===== config.mk =====
export PLATFORM = sky130hd
export DESIGN_NAME = alu_dispatch_flat
export DESIGN_NICKNAME = d
export VERILOG_FILES = /design/src/rtl/alu_dispatch_if.sv /design/src/rtl/alu_dispatch.sv /design/src/flat_wrapper.sv
export SDC_FILE = /design/constraint.sdc
export NUM_CORES = 1
export LEC_CHECK = 0
export CAP_MARGIN = 5
export CORE_MARGIN = 2
export CORE_UTILIZATION = 35
export DETAILED_ROUTE_END_ITERATION = 8
export GPL_TIMING_DRIVEN = 0
export PLACE_DENSITY = 0.53
export SKIP_CTS_REPAIR_TIMING = 1
export SYNTH_ARGS = -nofsm -noshare
export SYNTH_HDL_FRONTEND = slang
export SYNTH_SLANG_ARGS = --single-unit

===== constraint.sdc =====
create_clock -name clk_i -period 5.4 [get_ports clk_i]
set_input_delay 1.08 -clock clk_i [delete_from_list [all_inputs] [get_ports clk_i]]
set_output_delay 1.08 -clock clk_i [all_outputs]
set_load 0.01 [all_outputs]

===== src/rtl/alu_dispatch_if.sv =====
// Operation encoding shared with the attached alu, and the instruction/writeback
// handshake bundle between the issue stage and its producer/consumer.
package alu_dispatch_pkg;
  typedef enum logic [2:0] {
    ALU_OP_ADD = 3'd0,
    ALU_OP_SUB = 3'd1,
    ALU_OP_AND = 3'd2,
    ALU_OP_OR  = 3'd3,
    ALU_OP_XOR = 3'd4,
    ALU_OP_NEG = 3'd5,
    ALU_OP_SLL = 3'd6,
    ALU_OP_SRL = 3'd7
  } alu_operation_e;
endpackage

interface alu_dispatch_if #(
    parameter int Width = 4,
    parameter int RegAw = 2
);
    import alu_dispatch_pkg::*;

    logic                 instr_valid_i;
    logic                 instr_ready_o;
    alu_operation_e       instr_op_i;
    logic [RegAw-1:0]     instr_rd_i;
    logic [RegAw-1:0]     instr_rs1_i;
    logic [RegAw-1:0]     instr_rs2_i;
    logic                 instr_use_imm_i;
    logic [Width-1:0]     instr_imm_i;

    logic                 wb_valid_o;
    logic                 wb_ready_i;
    logic [RegAw-1:0]     wb_rd_o;
    logic [Width-1:0]     wb_data_o;

    // master: instruction producer and writeback consumer
    modport master (
        output instr_valid_i, instr_op_i, instr_rd_i, instr_rs1_i, instr_rs2_i,
               instr_use_imm_i, instr_imm_i, wb_ready_i,
        input  instr_ready_o, wb_valid_o, wb_rd_o, wb_data_o
    );

    modport slave (
        input  instr_valid_i, instr_op_i, instr_rd_i, instr_rs1_i, instr_rs2_i,
               instr_use_imm_i, instr_imm_i, wb_ready_i,
        output instr_ready_o, wb_valid_o, wb_rd_o, wb_data_o
    );
endinterface


===== src/rtl/alu_dispatch.sv =====
// Issue stage ahead of alu: instruction FIFO, register file, writeback register.
// ALU_DISPATCH_FORWARD_EN: forward wb_data_o on RAW hazards instead of stalling.
module alu_dispatch
    import alu_dispatch_pkg::*;
#(
    parameter int Width   = 4,
    parameter int NumRegs = 4,
    parameter int Depth   = 4,
    localparam int RegAw  = $clog2(NumRegs)
) (
    input  logic              clk_i,
    input  logic              rst_ni,
    alu_dispatch_if.slave     bus,
    output logic [Width-1:0]  alu_a_o,
    output logic [Width-1:0]  alu_b_o,
    output alu_operation_e    alu_op_o,
    input  logic [Width-1:0]  alu_result_i,
    input  logic [RegAw-1:0]  dbg_addr_i,
    output logic [Width-1:0]  dbg_data_o,
    output logic              busy_o
);
    localparam int PtrW = $clog2(Depth);
    localparam int CntW = PtrW + 1;

    typedef struct packed {
        alu_operation_e   op;
        logic [RegAw-1:0] rd;
        logic [RegAw-1:0] rs1;
        logic [RegAw-1:0] rs2;
        logic             use_imm;
        logic [Width-1:0] imm;
    } instr_t;

    instr_t [Depth-1:0]            fifo_q;
    logic [PtrW-1:0]               wr_ptr_q, wr_ptr_d;
    logic [PtrW-1:0]               rd_ptr_q, rd_ptr_d;
    logic [CntW-1:0]               cnt_q, cnt_d;
    logic                          rdy_q;
    logic [NumRegs-1:0][Width-1:0] regs_q;
    logic                          wb_valid_q, wb_valid_d;
    logic [RegAw-1:0]              wb_rd_q, wb_rd_d;
    logic [Width-1:0]              wb_data_q, wb_data_d;

    instr_t           head, in_instr;
    logic             empty, full, push, issue, wb_fire;
    logic             haz_a, haz_b, stall_haz;
    logic [Width-1:0] opa, opb_reg;

    assign head    = fifo_q[rd_ptr_q];
    assign empty   = (cnt_q == '0);
    assign full    = (cnt_q == CntW'(Depth));
    assign push    = bus.instr_valid_i && bus.instr_ready_o;
    assign wb_fire = wb_valid_q && bus.wb_ready_i;

    assign in_instr = '{op:      bus.instr_op_i,
                        rd:      bus.instr_rd_i,
                        rs1:     bus.instr_rs1_i,
                        rs2:     bus.instr_rs2_i,
                        use_imm: bus.instr_use_imm_i,
                        imm:     bus.instr_imm_i};

    // rdy_q keeps ready low through reset and rises on the first edge after release
    assign bus.instr_ready_o = rdy_q && !full;

    assign haz_a = wb_valid_q && (wb_rd_q == head.rs1);
    assign haz_b = wb_valid_q && !head.use_imm && (wb_rd_q == head.rs2);

`ifdef ALU_DISPATCH_FORWARD_EN
    // wb_data_q is the value about to land in regs_q, so it is safe to use even as it commits
    assign opa       = haz_a ? wb_data_q : regs_q[head.rs1];
    assign opb_reg   = haz_b ? wb_data_q : regs_q[head.rs2];
    assign stall_haz = 1'b0;
`else
    assign opa       = regs_q[head.rs1];
    assign opb_reg   = regs_q[head.rs2];
    assign stall_haz = haz_a || haz_b;
`endif

    assign issue = !empty && (!wb_valid_q || bus.wb_ready_i) && !stall_haz;

    always_comb begin
        alu_a_o  = '0;
        alu_b_o  = '0;
        alu_op_o = ALU_OP_ADD;
        if (issue) begin
            alu_a_o  = opa;
            alu_b_o  = head.use_imm ? head.imm : opb_reg;
            alu_op_o = head.op;
        end
    end

    always_comb begin
        wr_ptr_d = push  ? wr_ptr_q + PtrW'(1) : wr_ptr_q;
        rd_ptr_d = issue ? rd_ptr_q + PtrW'(1) : rd_ptr_q;
        cnt_d    = cnt_q;
        case ({push, issue})
            2'b10:   cnt_d = cnt_q + CntW'(1);
            2'b01:   cnt_d = cnt_q - CntW'(1);
            default: cnt_d = cnt_q;
        endcase
    end

    always_comb begin
        wb_valid_d = wb_valid_q;
        wb_rd_d    = wb_rd_q;
        wb_data_d  = wb_data_q;
        if (issue) begin
            wb_valid_d = 1'b1;
            wb_rd_d    = head.rd;
            wb_data_d  = alu_result_i;
        end else if (wb_fire) begin
            wb_valid_d = 1'b0;
        end
    end

    always_ff @(posedge clk_i or negedge rst_ni) begin
        if (!rst_ni) begin
            wr_ptr_q <= '0;
            rd_ptr_q <= '0;
            cnt_q    <= '0;
            rdy_q    <= 1'b0;
        end else begin
            wr_ptr_q <= wr_ptr_d;
            rd_ptr_q <= rd_ptr_d;
            cnt_q    <= cnt_d;
            rdy_q    <= 1'b1;
        end
    end

    // Payload needs no reset: an empty count makes stale entries unreachable
    always_ff @(posedge clk_i) begin
        if (push) fifo_q[wr_ptr_q] <= in_instr;
    end

    always_ff @(posedge clk_i or negedge rst_ni) begin
        if (!rst_ni) begin
            wb_valid_q <= 1'b0;
            wb_rd_q    <= '0;
            wb_data_q  <= '0;
        end else begin
            wb_valid_q <= wb_valid_d;
            wb_rd_q    <= wb_rd_d;
            wb_data_q  <= wb_data_d;
        end
    end

    always_ff @(posedge clk_i or negedge rst_ni) begin
        if (!rst_ni) begin
            regs_q <= '0;
        end else if (wb_fire) begin
            regs_q[wb_rd_q] <= wb_data_q;
        end
    end

    assign bus.wb_valid_o = wb_valid_q;
    assign bus.wb_rd_o    = wb_rd_q;
    assign bus.wb_data_o  = wb_data_q;
    assign dbg_data_o     = regs_q[dbg_addr_i];
    assign busy_o         = !empty || wb_valid_q;
endmodule

===== src/flat_wrapper.sv =====
// flat-port wrapper written by rule: the top's interface ports become plain ports
module alu_dispatch_flat import alu_dispatch_pkg::*;
#(
    parameter int Width   = 4,
    parameter int NumRegs = 4,
    parameter int Depth   = 4,
    localparam int RegAw  = $clog2(NumRegs)
)
  (clk_i, rst_ni, alu_a_o, alu_b_o, alu_op_o, alu_result_i, dbg_addr_i, dbg_data_o, busy_o, bus_instr_valid_i, bus_instr_op_i, bus_instr_rd_i, bus_instr_rs1_i, bus_instr_rs2_i, bus_instr_use_imm_i, bus_instr_imm_i, bus_wb_ready_i, bus_instr_ready_o, bus_wb_valid_o, bus_wb_rd_o, bus_wb_data_o);
  alu_dispatch_if #(.Width(Width)) bus_i ();
  input  logic clk_i;
  input  logic rst_ni;
  output logic [Width-1:0] alu_a_o;
  output logic [Width-1:0] alu_b_o;
  output alu_operation_e alu_op_o;
  input  logic [Width-1:0] alu_result_i;
  input  logic [RegAw-1:0] dbg_addr_i;
  output logic [Width-1:0] dbg_data_o;
  output logic busy_o;
  input wire logic [$bits(bus_i.instr_valid_i)-1:0] bus_instr_valid_i;
  input wire logic [$bits(bus_i.instr_op_i)-1:0] bus_instr_op_i;
  input wire logic [$bits(bus_i.instr_rd_i)-1:0] bus_instr_rd_i;
  input wire logic [$bits(bus_i.instr_rs1_i)-1:0] bus_instr_rs1_i;
  input wire logic [$bits(bus_i.instr_rs2_i)-1:0] bus_instr_rs2_i;
  input wire logic [$bits(bus_i.instr_use_imm_i)-1:0] bus_instr_use_imm_i;
  input wire logic [$bits(bus_i.instr_imm_i)-1:0] bus_instr_imm_i;
  input wire logic [$bits(bus_i.wb_ready_i)-1:0] bus_wb_ready_i;
  output wire logic [$bits(bus_i.instr_ready_o)-1:0] bus_instr_ready_o;
  output wire logic [$bits(bus_i.wb_valid_o)-1:0] bus_wb_valid_o;
  output wire logic [$bits(bus_i.wb_rd_o)-1:0] bus_wb_rd_o;
  output wire logic [$bits(bus_i.wb_data_o)-1:0] bus_wb_data_o;
  assign bus_i.instr_valid_i = bus_instr_valid_i;
  assign bus_i.instr_op_i = bus_instr_op_i;
  assign bus_i.instr_rd_i = bus_instr_rd_i;
  assign bus_i.instr_rs1_i = bus_instr_rs1_i;
  assign bus_i.instr_rs2_i = bus_instr_rs2_i;
  assign bus_i.instr_use_imm_i = bus_instr_use_imm_i;
  assign bus_i.instr_imm_i = bus_instr_imm_i;
  assign bus_i.wb_ready_i = bus_wb_ready_i;
  assign bus_instr_ready_o = bus_i.instr_ready_o;
  assign bus_wb_valid_o = bus_i.wb_valid_o;
  assign bus_wb_rd_o = bus_i.wb_rd_o;
  assign bus_wb_data_o = bus_i.wb_data_o;
  alu_dispatch #(.Width(Width), .NumRegs(NumRegs), .Depth(Depth)) u_core (.clk_i(clk_i), .rst_ni(rst_ni), .bus(bus_i), .alu_a_o(alu_a_o), .alu_b_o(alu_b_o), .alu_op_o(alu_op_o), .alu_result_i(alu_result_i), .dbg_addr_i(dbg_addr_i), .dbg_data_o(dbg_data_o), .busy_o(busy_o));
endmodule

==> parameters.txt <==
Parameter                              Value

CTS
  Clock transition at path regs ... 90 ps
  Library cell used as clock root buffer ... sky130_fd_sc_hd__clkbuf_8
  Insertion delay of the later-clocked pin in the worst-skew pair ... between 300 and 400 ps
  Clock Tree Buf Depth ... 2
  Clock tree from TritonCTS ... built
  Number of sinks driven by the clock tree ... just under 90
  Clock buffers created by TritonCTS ... 9
  CTS HTree Levels ... 3

STA
  Tightest Pin Transition ... 820 ps
  Setup repair after global routing missed its margin ... false
  Max Transition Viols Final ... 0
  Remaining max-slew budget at the tightest pin ... around 45%
  Final count of negative-setup-slack endpoints ... 0
  Achievable Freq ... roughly 0.25 GHz
  Post-route clock period utilization ... between 70% and 80%
  Worst slack on hold paths ... just under 500 ps
  Final critical-path required period ... between 3000 and 4000 ps
  Hold violation count in the final report ... 0
  Worst-case clock skew ... just under 10 ps
  Setup TNS Final ... 0 ps

Route
  Post-route DRC ... 0
  Number of nets with antenna violations after detailed routing ... 0
  Ratio of routed vias to standard cells ... about 5
  Mean routed wirelength per cell ... 18.4 um
  First-pass iteration count of the detailed router ... 4
  Initial DRC Count ... 83
  Total wire length ... a little under 8000 um
  Total number of vias ... 2136

Global routing
  Vias in the first global route ... roughly 2200
  Overall track demand over capacity in global routing ... 14.2%
  Global-route wire length before repair ... about 12000 um
  Largest net degree at the start of global routing ... 32
  Initial antenna violation count ... 0
  Leftover overflow at the end of global routing ... 0

Die
  Standard-cell rows ... 38
  Core region area ... roughly 11000 um^2
  Overall die area ... about 12000 um^2
  Initial Utilization ... a little over a third
  Vert. Die Dim ... ~110 um
  Floorplan die width ... 109 um
  I/O pin total ... 48

Run
  Number of maximum-capacitance violations ... 0

Worst setup path
  Largest driver fanout on the critical path ... 10
  Critical path start-end classification ... reg2out
  Critical Path, Cell by Cell ... buf_6 -> mux4_2 -> xnor2_1 -> nand4b_1 -> nand4_1 -> buf_6 -> nor2b_1 -> clkdlybuf4s50_1
  Stage delay of the slowest cell on the critical path ... between 500 and 600 ps
  Most used cell along the critical path ... sky130_fd_sc_hd__buf_6
  Worst EP arrival ... approximately 2900 ps
  Worst endpoint required time ... roughly 4300 ps
  Setup crit start kind ... register
  Endpoint type of the worst setup path ... output pin
  Start of the worst register-to-register path ... u_core.rd_ptr_q[0]
  Crit-path slowest cell ... sky130_fd_sc_hd__mux4_2
  Critical Path Start ... u_core.rd_ptr_q[0]

Placement
  Buffers on Ports ... 47
  Post-detail-place hpwl ... approximately 5300 um
  Placer's final routability congestion estimate ... around 0.76
  Cells after DPL ... ~400

Cells and area
  Final net count ... around 310
  Post-layout instance count excluding filler cells ... approximately 430
  Fraction of final layout cells with drive strength greater than 1 ... 24.1%
  Commonest non-fill, non-tap cell in the layout ... sky130_fd_sc_hd__edfxtp_1
  Synth-to-Final Area Change ... 22.0%
  Most frequent cells in the layout ... sky130_fd_sc_hd__edfxtp_1, sky130_fd_sc_hd__clkdlybuf4s50_1, sky130_fd_sc_hd__dfrtp_1
  Antenna Diode Count ... 0

Yosys
  Synthesis-stage register bit count ... 87
  Simple-gate share of the synthesized area ... between 6 and 7%
  Post-synthesis sequential area ratio ... 63.1%
  Netlist Area Pre-Place ... between 3000 and 4000 um^2
  Post-synthesis compound-gate area fraction ... roughly 1.8%
  Most used flip-flop cell after synthesis ... sky130_fd_sc_hd__edfxtp_1
  Cells after synthesis ... roughly 220
  Synthesized-area fraction occupied by adder cells ... between 2 and 2.5%
  Number of flops mapped to enable cells by yosys ... 56
  Area fraction of the dominant cell type after synthesis ... a little over two fifths
  Number of library cell types mapped by synthesis ... 37
  Largest cells by area after synthesis ... sky130_fd_sc_hd__edfxtp_1, sky130_fd_sc_hd__dfrtp_1, sky130_fd_sc_hd__mux4_2, sky130_fd_sc_hd__mux2_2, sky130_fd_sc_hd__mux2_4
  Synth Warn # ... 0
  Avg Inst Size Synth ... 17.4 um^2
  Multiplexer share of the synthesized area ... between 20% and 30%
  Synth area leader ... sky130_fd_sc_hd__edfxtp_1
  Dominant combinational cell family by area after synthesis ... multiplexers
  XOR/XNOR share of the synthesized area ... under 10%
  Share of async-settable or async-resettable flops after synthesis ... between 30% and 40%
  Syn nets ... 254

Hold path
  Startpoint of the worst hold path ... u_core.cnt_q[2]
  Tightest Hold Check Type ... reg2reg

Power
  Worst VDD drop ... between 200 and 300 uV
  Leakage power figure ... ~0.0017 uW
  Total power divided by cell area ... just over 600 nW/um^2

Status
  Run status ... completed
==> registers in the layout, summed over array words and instances, names as in the netlist <==
name	count
u_core.fifo_q	56
u_core.regs_q	16
u_core.bus.wb_data_o	4
u_core.cnt_q	3
u_core.bus.wb_rd_o	2
u_core.rd_ptr_q	2
u_core.wr_ptr_q	2
u_core.bus.wb_valid_o	1
u_core.rdy_q	1
==> synth_stat cells (all sizes together), types with 3 or more instances <==
library cell	count
a221o	4
and3	5
buf	7
clkbuf	3
dfrtp	31
edfxtp	56
ha	5
inv	4
mux2	24
mux2i	10
mux4	21
nand2	4
nor2	9
nor2b	12
xnor2	8
==> logic make-up (layout without fill, tap and decap cells) <==
family | after synthesis | in the layout
flops | 87 | 87
simple gates | 44 | 44
other cells | 1 | 1
xor+xnor | 9 | 9
mux | 55 | 55
buf+inv | 14 | 76
fa+ha+maj | 6 | 6
compound gates | 8 | 8
==> critical path: cells and delay by family (launching register included) <==
kind | cells | cell delay (ps)
buffers and inverters | 3 | 950
muxes | 1 | 570
DFF | 1 | 440
and+or+nand+nor | 3 | 400
xor gates and xnor gates | 1 | 150
==> metrics by stage <==
stage / total power [uW] / instance area, um^2 / utilization (%) / setup WS [ps]
6_report: 2920 / 4750 / 43.8 / 1460
5_1_grt: 3120 / 4750 / 43.8 / 1230
4_1_cts: 2970 / 4750 / 43.8 / 1390
3_5_place_dp: 2460 / 4540 / 41.8 / 1470
3_3_place_gp: 2440 / 4540 / 41.9 / 1480
2_1_floorplan: 1940 / 3890 / - / 2480
==> worst paths after layout <==
kind	endpoint	slack (ps)	cells after the start
setup / recovery	alu_op_o[2]	1460	8
hold / removal	u_core.cnt_q[2]	500	1
setup reg to reg	u_core.cnt_q[2]	2390	12
hold reg to reg	u_core.cnt_q[2]	500	1
max in group asynchronous	u_core.cnt_q[1]	4150	1
min in group asynchronous	u_core.regs_q[0]	780	1
==> where the power goes <==
part	switching [uW]	internal (uW)
logic	609	797
clock network	240	263
registers	130	881
total	980	1940
==> cell type report <==
type                    instances  area (um^2)
flip-flops and latches         87         2460
repair buffers                 47          465
clock inverters                 6         93.8
multi-input cells             123         1360
clock buffers                   9          124
well taps                     140          175
fillers                       993         6090
inverters                       4         15.0
plain buffers                  10         66.3
==> routing by layer <==
layer / share of wire (%) / vias up / GRT usage (%)
met5: 0 / - / 0
met1: 46 / 1094 / 19.0
met3: 5.6 / 10 / 4.51
met4: 1.3 / 0 / 3.35
li1: - / 975 / -
met2: 47 / 57 / 22.5
Note: power is estimated with default switching activity, not from simulation.
